**config.mk**
```make
export PLATFORM = sky130hd
export DESIGN_NAME = branch_resolve_unit
export DESIGN_NICKNAME = d
export VERILOG_FILES = /design/src/rtl/branch_resolve_unit_pkg.sv /design/src/rtl/branch_resolve_unit_cond_eval.sv /design/src/rtl/branch_resolve_unit.sv
export SDC_FILE = /design/constraint.sdc
export NUM_CORES = 1
export LEC_CHECK = 0
export BUFFER_PORTS_ARGS = -buffer_cell sky130_fd_sc_hd__buf_2
export CORE_UTILIZATION = 42
export DETAILED_ROUTE_END_ITERATION = 10
export HOLD_SLACK_MARGIN = 0.15
export MAX_ROUTING_LAYER = met4
export PLACE_DENSITY_LB_ADDON = 0.12
export SYNTH_ARGS = -nofsm -noshare
export SYNTH_HDL_FRONTEND = slang
export SYNTH_SLANG_ARGS = --single-unit
```
**constraint.sdc**
```tcl
create_clock -name clk -period 2.2 [get_ports clk]
set_clock_uncertainty 0.15 [all_clocks]
set_input_delay 0.11 -clock clk [delete_from_list [all_inputs] [get_ports clk]]
set_output_delay 0.11 -clock clk [all_outputs]
set_load 0.02 [all_outputs]
```
**src/rtl/branch_resolve_unit_pkg.sv**
```systemverilog
// rtl/branch_resolve_unit_pkg.sv - branch condition kinds and resolve FSM states
package branch_resolve_unit_pkg;

  localparam logic [2:0] BR_EQZ    = 3'd0;
  localparam logic [2:0] BR_NEZ    = 3'd1;
  localparam logic [2:0] BR_LTZ    = 3'd2;
  localparam logic [2:0] BR_GEZ    = 3'd3;
  localparam logic [2:0] BR_EQ     = 3'd4;
  localparam logic [2:0] BR_NE     = 3'd5;
  localparam logic [2:0] BR_ALWAYS = 3'd6;
  localparam logic [2:0] BR_NEVER  = 3'd7;

  typedef enum logic {
    ST_IDLE   = 1'b0,
    ST_SQUASH = 1'b1
  } br_state_t;

endpackage

```
**src/rtl/branch_resolve_unit_cond_eval.sv**
```systemverilog
// rtl/branch_resolve_unit_cond_eval.sv - combinational branch condition evaluator
module branch_cond_eval
  import branch_resolve_unit_pkg::*;
#(
  parameter int DATA_W = 16
) (
  input  logic [2:0]        kind,
  input  logic [DATA_W-1:0] a,
  input  logic [DATA_W-1:0] b,
  output logic              cond
);

  // Sign comes from the MSB alone; no arithmetic is involved.
  always_comb begin
    cond = 1'b0;
    case (kind)
      BR_EQZ:    cond = (a == '0);
      BR_NEZ:    cond = (a != '0);
      BR_LTZ:    cond = a[DATA_W-1];
      BR_GEZ:    cond = ~a[DATA_W-1];
      BR_EQ:     cond = (a == b);
      BR_NE:     cond = (a != b);
      BR_ALWAYS: cond = 1'b1;
      default:   cond = 1'b0;
    endcase
  end

endmodule

```
**src/rtl/branch_resolve_unit.sv**
```systemverilog
// rtl/branch_resolve_unit.sv - registered branch resolution with squash window and taken counter
module branch_resolve_unit
  import branch_resolve_unit_pkg::*;
#(
  parameter int DATA_W        = 16,
  parameter int ADDR_W        = 16,
  parameter int SQUASH_CYCLES = 1,
  parameter int CNT_W         = 16
) (
  input  logic              clk,
  input  logic              rst,
  input  logic              in_valid,
  input  logic [2:0]        in_kind,
  input  logic [DATA_W-1:0] in_data_a,
  input  logic [DATA_W-1:0] in_data_b,
  input  logic [ADDR_W-1:0] in_target,
  input  logic              stall,
  input  logic              flush,
  output logic              out_valid,
  output logic              out_taken,
  output logic [ADDR_W-1:0] out_target,
  output logic              squash,
  output logic [CNT_W-1:0]  taken_count
);

  localparam logic [3:0] SQ_LOAD = 4'(SQUASH_CYCLES);

  br_state_t  state;
  logic [3:0] sq_cnt;
  logic       cond;
  logic       accept;

  branch_cond_eval #(.DATA_W(DATA_W)) u_cond (
    .kind (in_kind),
    .a    (in_data_a),
    .b    (in_data_b),
    .cond (cond)
  );

  assign accept = in_valid & ~stall & ~flush & (state == ST_IDLE);
  assign squash = (SQUASH_CYCLES != 0) && (state == ST_SQUASH);

  always_ff @(posedge clk) begin
    if (rst) begin
      out_valid   <= 1'b0;
      out_taken   <= 1'b0;
      out_target  <= '0;
      taken_count <= '0;
      sq_cnt      <= '0;
      state       <= ST_IDLE;
    end else if (flush) begin
      out_valid <= 1'b0;
      out_taken <= 1'b0;
      sq_cnt    <= '0;
      state     <= ST_IDLE;
    end else if (!stall) begin
      out_valid <= accept;
      out_taken <= accept & cond;
      if (accept) out_target <= in_target;
      if (accept && cond) begin
        if (taken_count != '1) taken_count <= taken_count + CNT_W'(1);
        if (SQUASH_CYCLES != 0) begin
          sq_cnt <= SQ_LOAD;
          state  <= ST_SQUASH;
        end
      end
      // Wrong-path inputs arriving during the window are simply not accepted.
      if (state == ST_SQUASH) begin
        sq_cnt <= sq_cnt - 4'd1;
        if (sq_cnt == 4'd1) state <= ST_IDLE;
      end
    end
  end

endmodule

```
# --- Yosys cells after proc, flatten, opt, wreduce, memory -nomap -nowiden ---
# Cells that the tools add are included.
classes:
  bitwise_logic: 8
  reduce_logical: 9
  mux: 6
  eq_ne: 10
  add_sub_neg: 2
ops:
  columns: ["op", "count"]
  rows:
  - ["adder 16 x 1 -> 16 bit, second input constant", 1]
  - ["equality test 16 bit", 1]
  - ["logical NOT 16 bit", 1]
  - ["inequality test 16 bit", 1]
  - ["inequality test 16 bit, second input constant", 1]
  - ["nonzero test 16 bit", 1]
  - ["equality test 3 bit, second input constant", 3]
  - ["two-way mux 4 bit", 2]
  - ["one-hot mux 1 bit (7 select lines)", 1]
  - ["equality test 3 x 2 -> 1 bit, second input constant", 2]
  - ["AND 1 bit", 4]
  - ["equality test 4 x 1 -> 1 bit, second input constant", 1]
  - ["inverter 1 bit", 4]
  - ["AND reduction 4 bit", 1]
  - ["subtractor 4 x 1 -> 4 bit, second input constant", 1]
  - ["equality test 3 x 1 -> 1 bit, second input constant", 1]
  - ["logical NOT 3 bit", 1]
  - ["two-way mux 1 bit", 3]
  - ["AND reduction 3 bit", 1]
  - ["AND reduction 2 bit", 1]
  - ["nonzero test 2 bit", 1]
  - ["OR reduction 2 bit", 1]
  - ["logical AND 1 bit", 1]
totals:
  wordCells: 41
  output_inout_bits: 35
  regBits: 39
  input_bits: 56

# --- Logic depth before layout (Yosys ltp) ---
logic_depth:
  depth_word: 8
  mapped_depth: 9
  mapped_depth_nobuf: 7

# --- Cells and area by module ---
# Synthesis repeated with hierarchy kept, for this count alone.
unflattened:
  cells_unflattened: 237
  area_unflattened_um2: 1986.9
modules_own_cells:
  columns: ["module", "cells_per_inst", "seq_area_each_um2", "n_inst", "area_per_inst_um2"]
  rows:
  - ["branch_resolve_unit", 206, 780.7, 1, 1739.2]
  - ["branch_cond_eval", 31, 0.0, 1, 247.7]

# --- Worst setup path before layout ---
# Ideal clock, no wire load.
synth_path:
  path_type: "register -> register"
  from: "register taken_count[2]"
  to: "register taken_count[13]"
  stages_incl_launch_ff: 6
  setup_time_ns: 0.070
  t_arrival_ns: 2.039
  setup_slack_ns: -0.059
  period_less_slack_ns: 2.259
  n_path_buf: 0
  required_ns: 1.980
  cell_sequence: "dfxtp_1 -> nand3_1 -> or3_1 -> or4_1 -> or4_1 -> a21oi_1"
synth_between:
  elab_chain_cells: 2
  word_cells_on_any_way: 3
  cone_classes: "1 x add/sub; 1 x eq/ne; 1 x reduce/logical"
synth_rtl:
  columns: ["element", "line_no", "text"]
  rows:
  - ["start: declaration", "branch_resolve_unit.sv:23", "output logic [CNT_W-1:0] taken_count"]
  - ["start signal: assignment", "branch_resolve_unit.sv:61", "if (taken_count != '1) taken_count <= taken_count + CNT_W'(1);"]
  - ["branches (longest 2 deep; another with adder 16 x 1 -> 16 bit)", null, null]
# Parallel ways; which one is timed is not known.
# A chain may end at the register's enable or synchronous reset.

# --- Worst setup path in the final report ---
layout_path:
  from: "register taken_count[3]"
  to: "register taken_count[13]"
# The elaborated chain is that of the path after synthesis.

==> summary.txt <==
CTS
  – Post-CTS setup buffers: 0
  – CTS Root Cell: clkbuf_8
  – CTS buffer count: 5
  – H-tree lvl count: 2
  – Clock Sinks: 39
  – CTS max path bufs: 2
  – CTS tree: yes
  – Clock latency on the worst-skew pair: 0.29 ns
  – CTS clock-pin slew for the worst setup and hold paths: 0.08 ns

STA
  – Hold Vio Cnt, Final: 0
  – Final setup fails: 0
  – Post-route minimum period: 2.15 ns
  – FMAX: 466 MHz
  – Slew HR: 0.538
  – Worst setup margin: 0.0545 ns
  – Final Max Tran Viols: 0
  – Hold slack final: 0.187 ns
  – Post-route clock period utilization: 0.975
  – Worst-Margin Slew: 0.692 ns

Logic synthesis
  – Most common flop cell mapped by yosys: dfxtp_1
  – Syn Inst Count: 249
  – Yosys warns: 0
  – Compound-cell area share of the yosys netlist: 0.164
  – Top cells by area, synth: dfxtp_1 (39%), a21oi_1 (8.7%), nand2_1 (7.7%)
  – Area share of the largest cell type after synthesis: 0.389
  – Register bit total from synthesis: 39
  – Largest family of logic cells by synthesized area: simple AND/OR/NAND/NOR gates
  – Post-synthesis adder-cell area fraction: 0.0187
  – XOR/XNOR Fraction of Synth Area: 0.0697
  – Post-synthesis sequential area ratio: 0.389
  – Net Count, Synth: 308
  – Number of synthesized flops with an enable pin: 0
  – Mux contribution to synthesized area: 0.0280
  – Simple-gate area share of the yosys netlist: 0.295
  – Async set-reset flop share out of synthesis: 0
  – Synth unique cells: 36
  – Mean Syn Cell Area: 8.07 um^2
  – Synthesized area: 2010 um^2
  – Yosys top cell by area: dfxtp_1

Power
  – Clock network power share: 0.387
  – Sw power: 0.375 mW
  – Total Power: 1.54 mW
  – Power Density: 509 nW/um^2
  – Sequential share of power: 0.467
  – Gate power share: 0.146
  – Sw Ratio: 0.243
  – VDD IR max: 0.354 mV
  – Int Pwr: 1.17 mW
  – Leakage: 1.24 nW

Layout
  – Nets: 434
  – Post-Layout Inst Area: 3030 um^2
  – Share of post-route cells with drive strength above 1: 0.386
  – Antenna diode count: 0
  – Layout area overhead: 50.9%
  – Fill cells: 393

Place
  – Place WS: -0.269 ns
  – Final Wtd Congestion: 0.791
  – Post-Place Cell Area: 2680 um^2
  – HPWL after DPL: 3.80 mm
  – Port Buffer Count: 90

Run status
  – Status: finished, violations left
  – Failing checks: design-rule violations

Floorplan
  – Chip Width: 71.2 um
  – Die area: 5070 um^2
  – Num rows: 24
  – Core Region: 4470 um^2
  – Io pins: 91
  – Initial core utilization: 0.449
  – Die span in y: 71.2 um

Routing
  – Final WL: 5.64 mm
  – Routed len/inst: 13.2 um
  – Via/cell ratio: 5.28
  – Vias: 2260
  – Final ANT Viol Nets: 0
  – Pre-antenna DRT Iters: 8
  – DRC: 10
  – Drt first-iter violations: 132

GRT
  – Largest net degree at the start of global routing: 39
  – First-pass GRT wire length: 9.34 mm
  – Initial antenna violation count: 0
  – Grt ovf: 0
  – Vias in the first global route: 2139
  – All-layer global routing usage: 0.238

Critical path
  – Crit end category: register
  – WS Path Type: reg2reg
  – Critical Path Start Type: register
  – Critical path arrival: 2.22 ns
  – Peak fanout along the critical path: 5
  – Worst endpoint required time: 2.27 ns

Worst hold path
  – Worst hold-check path type: in2reg

Flow run
  – Maxcap violations: 0
-- cells by family after synthesis --
logic type / after synthesis
xor gates and xnor gates: 16
muxes: 5
adders and majority gates: 3
DFF: 39
buffers and inverters: 17
and+or+nand+nor: 113
AOI/OAI and AO/OA: 56
-- state kept, by name (all words and copies together) (netlist names) --
register and count:
squash 1, taken_count 16, sq_cnt 4, out_valid 1, out_target 16, out_taken 1
-- Yosys cell counts, types with 3 or more instances --
| master | n |
|---|---|
| nand2_1 | 41 |
| dfxtp_1 | 39 |
| a21oi_1 | 35 |
| xnor2_1 | 16 |
| nor2_1 | 15 |
| nand3_1 | 11 |
| clkbuf_1 | 8 |
| nand4_1 | 8 |
| or3_1 | 8 |
| or4_1 | 8 |
| nor4_1 | 7 |
| o31ai_1 | 6 |
| mux2_1 | 5 |
| nor2b_1 | 5 |
| inv_1 | 4 |
| a31oi_1 | 3 |
| ha_1 | 3 |
| nor3_1 | 3 |
| o21ai_1 | 3 |
| o41ai_1 | 3 |
-- metrics by stage --
step	utilization	cells	TNS, ns
after CTS	0.664	428	0
after detailed placement	0.599	402	-3.35
after global routing	0.678	428	-0.0308
after global placement	0.599	402	-2.15
final	0.678	428	0
after floorplan	-	249	-0.0184
-- worst max-delay path: stages, from the launching register on --
cell and delay, ns:
dfxtp_4 0.37, nand3_2 0.11, or3_4 0.39, or4_1 0.50
or4_4 0.43, a21oi_2 0.12
-- path summary, 6_finish.rpt --
| check | from | slack [ns] | depth (start not counted) | end |
|---|---|---|---|---|
| max | taken_count[3] | 0.05 | 5 | taken_count[13] |
| min | in_valid | 0.19 | 5 | out_target[9] |
| max reg2reg | taken_count[3] | 0.05 | 5 | taken_count[13] |
| min reg2reg | out_target[9] | 0.30 | 2 | out_target[9] |
-- cell usage in the layout (no fill, tap or decap), types with 3 or more instances in the layout --
| cell type | synthesis | routed |
|---|---|---|
| dfxtp_1 | 39 | 33 |
| o41ai_1 | 3 | 3 |
| nand2_1 | 41 | 40 |
| buf_4 | 0 | 22 |
| nor2_1 | 15 | 14 |
| a21oi_1 | 35 | 33 |
| o31ai_1 | 6 | 6 |
| nand4_1 | 8 | 8 |
| mux2_1 | 5 | 5 |
| inv_1 | 4 | 4 |
| or3_1 | 8 | 7 |
| o21ai_1 | 3 | 3 |
| nor4_2 | 0 | 5 |
| clkbuf_8 | 0 | 5 |
| or4_1 | 8 | 7 |
| nand3_1 | 11 | 10 |
| dlygate4sd3_1 | 0 | 18 |
| buf_2 | 1 | 90 |
| nor2b_1 | 5 | 5 |
| dfxtp_2 | 0 | 4 |
| ha_1 | 3 | 3 |
| a31oi_1 | 3 | 3 |
| xnor2_1 | 16 | 16 |
-- layout make-up --
type / count / area (um^2) / area share
clock buffers: 5 / 68.8 / 0.0227
clock inverters: 3 / 43.8 / 0.0144
inverters: 5 / 18.8 / 0.00619
multi-input cells: 193 / 1230 / 0.405
flip-flops and latches: 39 / 793 / 0.262
well taps: 52 / 65.1 / 0.0215
repair buffers: 131 / 816 / 0.269
-- timing repair --
| action | 4_1_cts | 5_1_grt |
|---|---|---|
| endpoints found under the hold margin | 22 | 0 |
| hold buffers | 18 | 0 |
| endpoints found under the setup margin | 0 | 12 |
| resized for setup | 0 | 15 |
-- power groups by stage --
stage / logic, mW / clock network (mW) / registers [mW]
2_1_floorplan: 0.0790 / 0 / 0.754
3_3_place_gp: 0.192 / 0 / 0.739
3_5_place_dp: 0.195 / 0 / 0.739
4_1_cts: 0.221 / 0.606 / 0.722
5_1_grt: 0.247 / 0.636 / 0.722
6_report: 0.225 / 0.598 / 0.720
-- routing by layer --
layer | vias to the layer above | wire length [um] | share of wire | GRT usage
li1 | 1151 | - | - | -
met1 | 1041 | 2500 | 0.44 | 0.282
met2 | 64 | 2780 | 0.49 | 0.401
met3 | 4 | 318 | 0.056 | 0.0527
met4 | 0 | 44 | 0.0078 | 0.0711
met5 | - | 0 | 0 | -
Note: power is estimated with default switching activity, not from simulation.
